File: src/rtl/pipeline_hazard_ctrl.sv
// ============================================================================
// Module      : pipeline_hazard_ctrl
// Description : Pipeline hazard controller. Arbitrates halt, load-use and
//               jump-stop requests into PC / IF/ID / ID/EX control, sequences
//               the halt drain and optionally counts stall and run cycles.
//               Optional feature macro: HAZARD_STALL_CNT_EN (performance
//               counters; when undefined the counter ports read 0).
// Revision    : 1.0 - initial release
// ============================================================================
`default_nettype none

module pipeline_hazard_ctrl (
  input  logic        i_clk,
  input  logic        i_reset,
  input  logic        i_enable,
  input  logic        i_load_hazard,
  input  logic        i_jmp_req,
  input  logic        i_halt,
  output logic        o_pc_wr_en,
  output logic        o_if_id_wr_en,
  output logic        o_if_id_flush,
  output logic        o_id_ex_bubble,
  output logic        o_jmp_stop,
  output logic        o_halted,
  output logic [15:0] o_load_stall_cnt,
  output logic [15:0] o_jmp_stall_cnt,
  output logic [31:0] o_cycle_cnt
);

  typedef enum logic [1:0] {
    ST_RUN      = 2'd0,
    ST_JMP_WAIT = 2'd1,
    ST_DRAIN    = 2'd2,
    ST_HALTED   = 2'd3
  } state_t;

  // Pipeline stages still holding live instructions behind the HALT.
  localparam logic [1:0] C_DRAIN_LOAD = 2'd3;

  state_t     state_q, state_d;
  logic [1:0] drain_cnt_q, drain_cnt_d;
  logic       jmp_stop_q, jmp_stop_d;
  logic       halted_q, halted_d;

  // Next-state and combinational pipeline controls; reset and a frozen
  // pipeline both force every enable low and hold all state.
  always_comb begin
    state_d        = state_q;
    drain_cnt_d    = drain_cnt_q;
    o_pc_wr_en     = 1'b0;
    o_if_id_wr_en  = 1'b0;
    o_if_id_flush  = 1'b0;
    o_id_ex_bubble = 1'b0;

    if (!i_reset && i_enable) begin
      case (state_q)
        ST_RUN: begin
          if (i_halt) begin
            // Stop fetching, replace the HALT in IF/ID with a NOP and let
            // the instructions ahead of it retire.
            o_if_id_wr_en = 1'b1;
            o_if_id_flush = 1'b1;
            drain_cnt_d   = C_DRAIN_LOAD;
            state_d       = ST_DRAIN;
          end else if (i_load_hazard) begin
            // Hold PC and IF/ID, inject a bubble; lasts while request is high.
            o_id_ex_bubble = 1'b1;
          end else if (i_jmp_req) begin
            // Hold fetch this cycle; the registered jump-stop is raised next.
            state_d = ST_JMP_WAIT;
          end else begin
            o_pc_wr_en    = 1'b1;
            o_if_id_wr_en = 1'b1;
          end
        end

        ST_JMP_WAIT: begin
          // Jump target is resolved; resume fetch, further requests ignored.
          o_pc_wr_en    = 1'b1;
          o_if_id_wr_en = 1'b1;
          state_d       = ST_RUN;
        end

        ST_DRAIN: begin
          // Keep flushing IF/ID so nothing new enters behind the HALT.
          o_if_id_wr_en = 1'b1;
          o_if_id_flush = 1'b1;
          if (drain_cnt_q == 2'd0) begin
            state_d = ST_HALTED;
          end else begin
            drain_cnt_d = drain_cnt_q - 2'd1;
          end
        end

        ST_HALTED: begin
          state_d = ST_HALTED;
        end

        default: begin
          state_d = ST_RUN;
        end
      endcase
    end

    // Registered status flags track the state being entered, so they hold
    // naturally whenever the state itself holds.
    jmp_stop_d = (state_d == ST_JMP_WAIT);
    halted_d   = (state_d == ST_HALTED);
  end

  // State, drain counter and registered status flags.
  always_ff @(posedge i_clk) begin
    if (i_reset) begin
      state_q     <= ST_RUN;
      drain_cnt_q <= 2'd0;
      jmp_stop_q  <= 1'b0;
      halted_q    <= 1'b0;
    end else begin
      state_q     <= state_d;
      drain_cnt_q <= drain_cnt_d;
      jmp_stop_q  <= jmp_stop_d;
      halted_q    <= halted_d;
    end
  end

  assign o_jmp_stop = jmp_stop_q;
  assign o_halted   = halted_q;

`ifdef HAZARD_STALL_CNT_EN
  logic        w_active;
  logic        w_load_stall;
  logic        w_jmp_take;
  logic        w_run_cycle;
  logic [15:0] load_cnt_q, load_cnt_d;
  logic [15:0] jmp_cnt_q, jmp_cnt_d;
  logic [31:0] cycle_cnt_q, cycle_cnt_d;

  // Count events as the arbitration above resolves them; saturate at all-ones.
  always_comb begin
    w_active     = i_enable && (state_q == ST_RUN);
    w_load_stall = w_active && !i_halt && i_load_hazard;
    w_jmp_take   = w_active && !i_halt && !i_load_hazard && i_jmp_req;
    w_run_cycle  = i_enable && (state_q != ST_HALTED);

    load_cnt_d  = load_cnt_q;
    jmp_cnt_d   = jmp_cnt_q;
    cycle_cnt_d = cycle_cnt_q;
    if (w_load_stall && !(&load_cnt_q)) begin
      load_cnt_d = load_cnt_q + 16'd1;
    end
    if (w_jmp_take && !(&jmp_cnt_q)) begin
      jmp_cnt_d = jmp_cnt_q + 16'd1;
    end
    if (w_run_cycle && !(&cycle_cnt_q)) begin
      cycle_cnt_d = cycle_cnt_q + 32'd1;
    end
  end

  // Performance counter registers.
  always_ff @(posedge i_clk) begin
    if (i_reset) begin
      load_cnt_q  <= 16'd0;
      jmp_cnt_q   <= 16'd0;
      cycle_cnt_q <= 32'd0;
    end else begin
      load_cnt_q  <= load_cnt_d;
      jmp_cnt_q   <= jmp_cnt_d;
      cycle_cnt_q <= cycle_cnt_d;
    end
  end

  assign o_load_stall_cnt = load_cnt_q;
  assign o_jmp_stall_cnt  = jmp_cnt_q;
  assign o_cycle_cnt      = cycle_cnt_q;
`else
  assign o_load_stall_cnt = 16'd0;
  assign o_jmp_stall_cnt  = 16'd0;
  assign o_cycle_cnt      = 32'd0;
`endif

endmodule

`default_nettype wire

File: config.mk
export PLATFORM = sky130hd
export DESIGN_NAME = pipeline_hazard_ctrl
export DESIGN_NICKNAME = d
export VERILOG_FILES = /design/src/rtl/pipeline_hazard_ctrl.sv
export SDC_FILE = /design/constraint.sdc
export NUM_CORES = 1
export LEC_CHECK = 0
export BUFFER_PORTS_ARGS = -buffer_cell sky130_fd_sc_hd__buf_4
export CORE_ASPECT_RATIO = 0.75
export CORE_MARGIN = 5
export CORE_UTILIZATION = 39
export CTS_CLUSTER_SIZE = 40
export DETAILED_ROUTE_END_ITERATION = 12
export HOLD_SLACK_MARGIN = 0.05
export PLACE_DENSITY = 0.9
export SLEW_MARGIN = 15
export SYNTH_ARGS = -nofsm -noshare
export SYNTH_HDL_FRONTEND = slang
export SYNTH_SLANG_ARGS = --single-unit
File: constraint.sdc
create_clock -name i_clk -period 2.1 [get_ports i_clk]
set_input_delay 0.315 -clock i_clk [delete_from_list [all_inputs] [get_ports i_clk]]
set_output_delay 0.315 -clock i_clk [all_outputs]
set_load 0.01 [all_outputs]
-- After elaboration in Yosys (flattened, before gate mapping)
Cells that the tools add are included.
- input port bits: 6
- bits in registers: 6
- logic and storage cells: 43
- eq/ne operators: 7
- muxes and demuxes: 24
- reduce and logical (&&, ||, !) cells: 7
- add/subtract/negate cells: 1
- operators with widths (kind ; number):
    2-to-1 mux 2 bit ; 7
    2-to-1 mux 1 bit ; 12
    case mux 2 bit (4 select lines) ; 1
    == test 2 bit, second input constant ; 3
    case mux 1 bit (2 select lines) ; 3
    == test 2 x 1 -> 1 bit, second input constant ; 2
    logical NOT 2 bit ; 2
    != test 2 bit, second input constant ; 2
    case mux 2 bit (2 select lines) ; 1
    AND reduction 4 bit ; 1
    nonzero test 2 bit ; 1
    OR reduction 2 bit ; 1
    subtractor 2 x 1 -> 2 bit, second input constant ; 1
    logical AND 1 bit ; 1
    logical NOT 1 bit ; 1

-- Depth between registers and ports, before layout
- depth in word-level cells: 6
- mapped depth: 6

-- Worst setup path before layout
OpenSTA, ideal clock, no wires.
- path kind: flip-flop to flip-flop
- start point: register state_q[0]
- end point: register halted_q (netlist: o_halted)
- slack: 0.399 ns
- setup time: 0.126 ns
- required time: 1.974 ns
- path buffers: 0
- stages on the path, launching flop included: 7
- arrival time: 1.575 ns
- cells stage by stage: dfxtp_1 -> inv_1 -> ha_1 -> and4b_1 -> a221o_1 -> a221oi_4 -> nor3_1
- cells in the longest elaborated chain, start to end: 6
- elaborated cells between the ends (all ways): 11
- those cells by class: eq/ne: 4; mux: 6; reduce/logical: 1
- ends and longest elaborated chain (element ; RTL line ; source):
    start, declared ; 40 ; state_t state_q, state_d;
    start signal, assigned ; 119 ; state_q <= state_d;
    2-to-1 mux 2 bit ; 68 ; end else if (i_jmp_req) begin
    2-to-1 mux 2 bit ; 65 ; end else if (i_load_hazard) begin
    2-to-1 mux 2 bit ; 58 ; if (i_halt) begin
    case mux 2 bit (4 select lines) ; 56 ; case (state_q)
    2-to-1 mux 2 bit (*) ; 55 ; if (!i_reset && i_enable) begin
    == test 2 bit (*) ; 108 ; halted_d = (state_d == ST_HALTED);
    end signal, assigned ; 122 ; halted_q <= halted_d;
    end, declared ; 43 ; logic halted_q, halted_d;
Every way passes the cells marked *; elsewhere a longest branch is shown, timed or not.
A chain may end at the register's enable or synchronous reset.

-- Worst setup path after layout
- start point: register state_q[0]
- end point: output port o_id_ex_bubble
- cells in the longest elaborated chain, start to end: 3
- ends and longest elaborated chain (element ; RTL line ; source):
    logical NOT 2 bit ; 56 ;
    2-to-1 mux 1 bit ; 56 ;
    2-to-1 mux 1 bit ; 55 ;
    end, declared ; 22 ; output logic o_id_ex_bubble,
Every way passes these cells.

==> metrics <==
CTS root buffer clkbuf_4; most frequent cells in the layout conb_1 (64), buf_4 (11), inv_1 (6), nor2_1 (6), dfxtp_1 (6); Final #Nets between 100 and 150; RSZ-0062 raised after global routing false; number of remaining DRC errors 0; number of port buffers 11; Syn Area/Cell 8.26 sq um; switching power between 100 and 150 uW; clock skew ~3.5 ps; Overflow after GRT 0; Starting Density 0.411; H-tree depth 1; DIE HEIGHT 52.7 um; total CTS buffers 3; WP data arrival 1630 ps; Mapped Area about 950 sq um; post-route ant nets 0; clock power share 0.303; GP Congestion between 0.8 and 0.9; Slew Limit Fails 0; CTS sink count 6; Setup crit start kind register; Async SR Flop Fraction 0; most common cell after layout, fill and taps aside conb_1; CTS Buffer Depth 2; count of flip-flops with a built-in enable after synthesis 0; global-route wire length before repair approximately 1.8 mm; total leakage power 0.000461 uW; Die ar. around 3500 sq um; Seq/Total Area, Yosys 0.126; drt first pass iters 4; DRT iter0 DRCs 20; MaxCap Viol Count 0; Post-Layout Inst Area approximately 840 sq um; Simple-Gate Fraction of Synth Area 0.142; achievable clock frequency 0.514 GHz; post-synthesis compound-gate area fraction 0.108; die width roughly 67 um; critical path type reg2out; Internal approximately 220 uW; Post-Synth Adder-Cell Area 0.0659; Util after Layout 0.365; Total Routing Usage GR 0.0681; Seq pwr share 0.334; Vias between 500 and 600; WL final around 1.5 mm; Fin Hold WS between 300 and 400 ps; prevailing post-synth register cell dfxtp_1; Synth top area share 0.506; Via density between 3 and 4; Antenna Diode Count 0; largest family of logic cells by synthesized area buffers and inverters; Synth area leaders buf_4 (51%), dfxtp_1 (13%), ha_1 (6.6%), a221oi_4 (2.8%), nor4b_4 (2.5%); Tmin final slightly below 2000 ps; yosys warns 0; switch share 0.398; area leader, netlist buf_4; initial antenna violation count 0; Tcrit/Tclk final 0.927; highest net fanout along the worst path 7; share of cells above drive strength 1 0.150; Fin. Hold Viols 0; Max VDD drop about 0.20 mV; Setup Fix Bufs, Post-CTS 0; mux share of post-synthesis cell area 0.0119; logic gate share of total power 0.363; flops & latches, synth 6; Worst setup EP type output pin; I/O pin cnt between 70 and 80; clk slew on worst S/H paths 50 ps; P&R area growth vs syn -11.3%; status finished clean; routed length per instance 9.17 um; hold crit path type in2reg; final setup fails 0; num rows 15; placed cell area roughly 820 sq um; library cells used by synthesis 28; clk_lat worst skew about 250 ps; HPWL after DPL 1.28 mm; TritonCTS clock tree built; Synth Area in XOR/XNOR 0; Cells after Synth roughly 120; # fillers 264; cts hold-fix bufs 0; Core Region about 2300 sq um; vias in the first global route 429; PostCTS Resize Cnt 0; Worst EP required about 1800 ps; largest net degree at the start of global routing 10; Fin Setup TNS 0 ps; power density cells between 400 and 500 nW/um^2
==> power groups by stage <==
stage	clock (uW)	sequential [uW]	combinational, uW
after global placement	0	125	126
final	111	123	133
after global routing	126	123	149
after floorplan	0	125	193
after CTS	115	123	130
after detailed placement	0	125	129
==> flip-flops by register name (all words and copies together), names as in the netlist <==
register / flops
drain_cnt_q: 2
o_halted: 1
o_jmp_stop: 1
state_q: 2
==> per-layer routing <==
layer / up-vias / GRT usage / routed length (um)
li1: 273 / - / -
met1: 242 / 0.0810 / 562
met2: 42 / 0.105 / 723
met3: 0 / 0.0365 / 191
met4: 0 / 0.0202 / 0
met5: - / 0 / 0
==> worst max-delay path, cell delays in order (launching register included) <==
cell     delay (ps)
dfxtp_1         460
inv_1           100
ha_1            280
and2b_1         220
and3_1          180
buf_4           140
==> through the flow <==
stage	total power, uW	setup WS [ps]	cells
finish	368	154	161
global route	398	60.1	161
CTS	368	161	161
detailed placement	254	215	158
global placement	251	280	158
floorplan	318	399	178
==> kinds of logic after synthesis <==
kind of cell,count (synthesis)
buffers and inverters,71
AND/OR/NAND/NOR,19
AO/OA/AOI/OAI,12
flip-flops,6
adder cells (fa/ha/maj),5
multiplexers,1
other,1
==> area by class of cell <==
cell class,instances,area (sq um),area share
clock buffers,3,22.5,0.0267
inverters,6,22.5,0.0267
multi-input cells,101,552,0.655
flip-flops and latches,6,120,0.143
well taps,34,42.5,0.0505
repair buffers,11,82.6,0.0981
==> worst paths after layout <==
| path | startpoint | endpoint | slack, ps | depth (start not counted) |
|---|---|---|---|---|
| worst max-delay path | state_q[0]$_SDFF_PP0_ | o_id_ex_bubble | 150 | 5 |
| worst min-delay path | i_reset | state_q[0]$_SDFF_PP0_ | 300 | 2 |
| worst max register to register | state_q[0]$_SDFF_PP0_ | o_halted$_SDFF_PP0_ | 210 | 6 |
| worst min register to register | drain_cnt_q[0]$_SDFFE_PP0P_ | drain_cnt_q[0]$_SDFFE_PP0P_ | 510 | 2 |
==> cell usage after synthesis, types with 2 or more instances <==
library cell,count
buf_4,64
dfxtp_1,6
inv_1,6
nor2_1,6
ha_1,5
a21oi_1,3
nor2b_1,2
nor3_1,2
o21ai_0,2
Note: power is estimated with default switching activity, not from simulation.
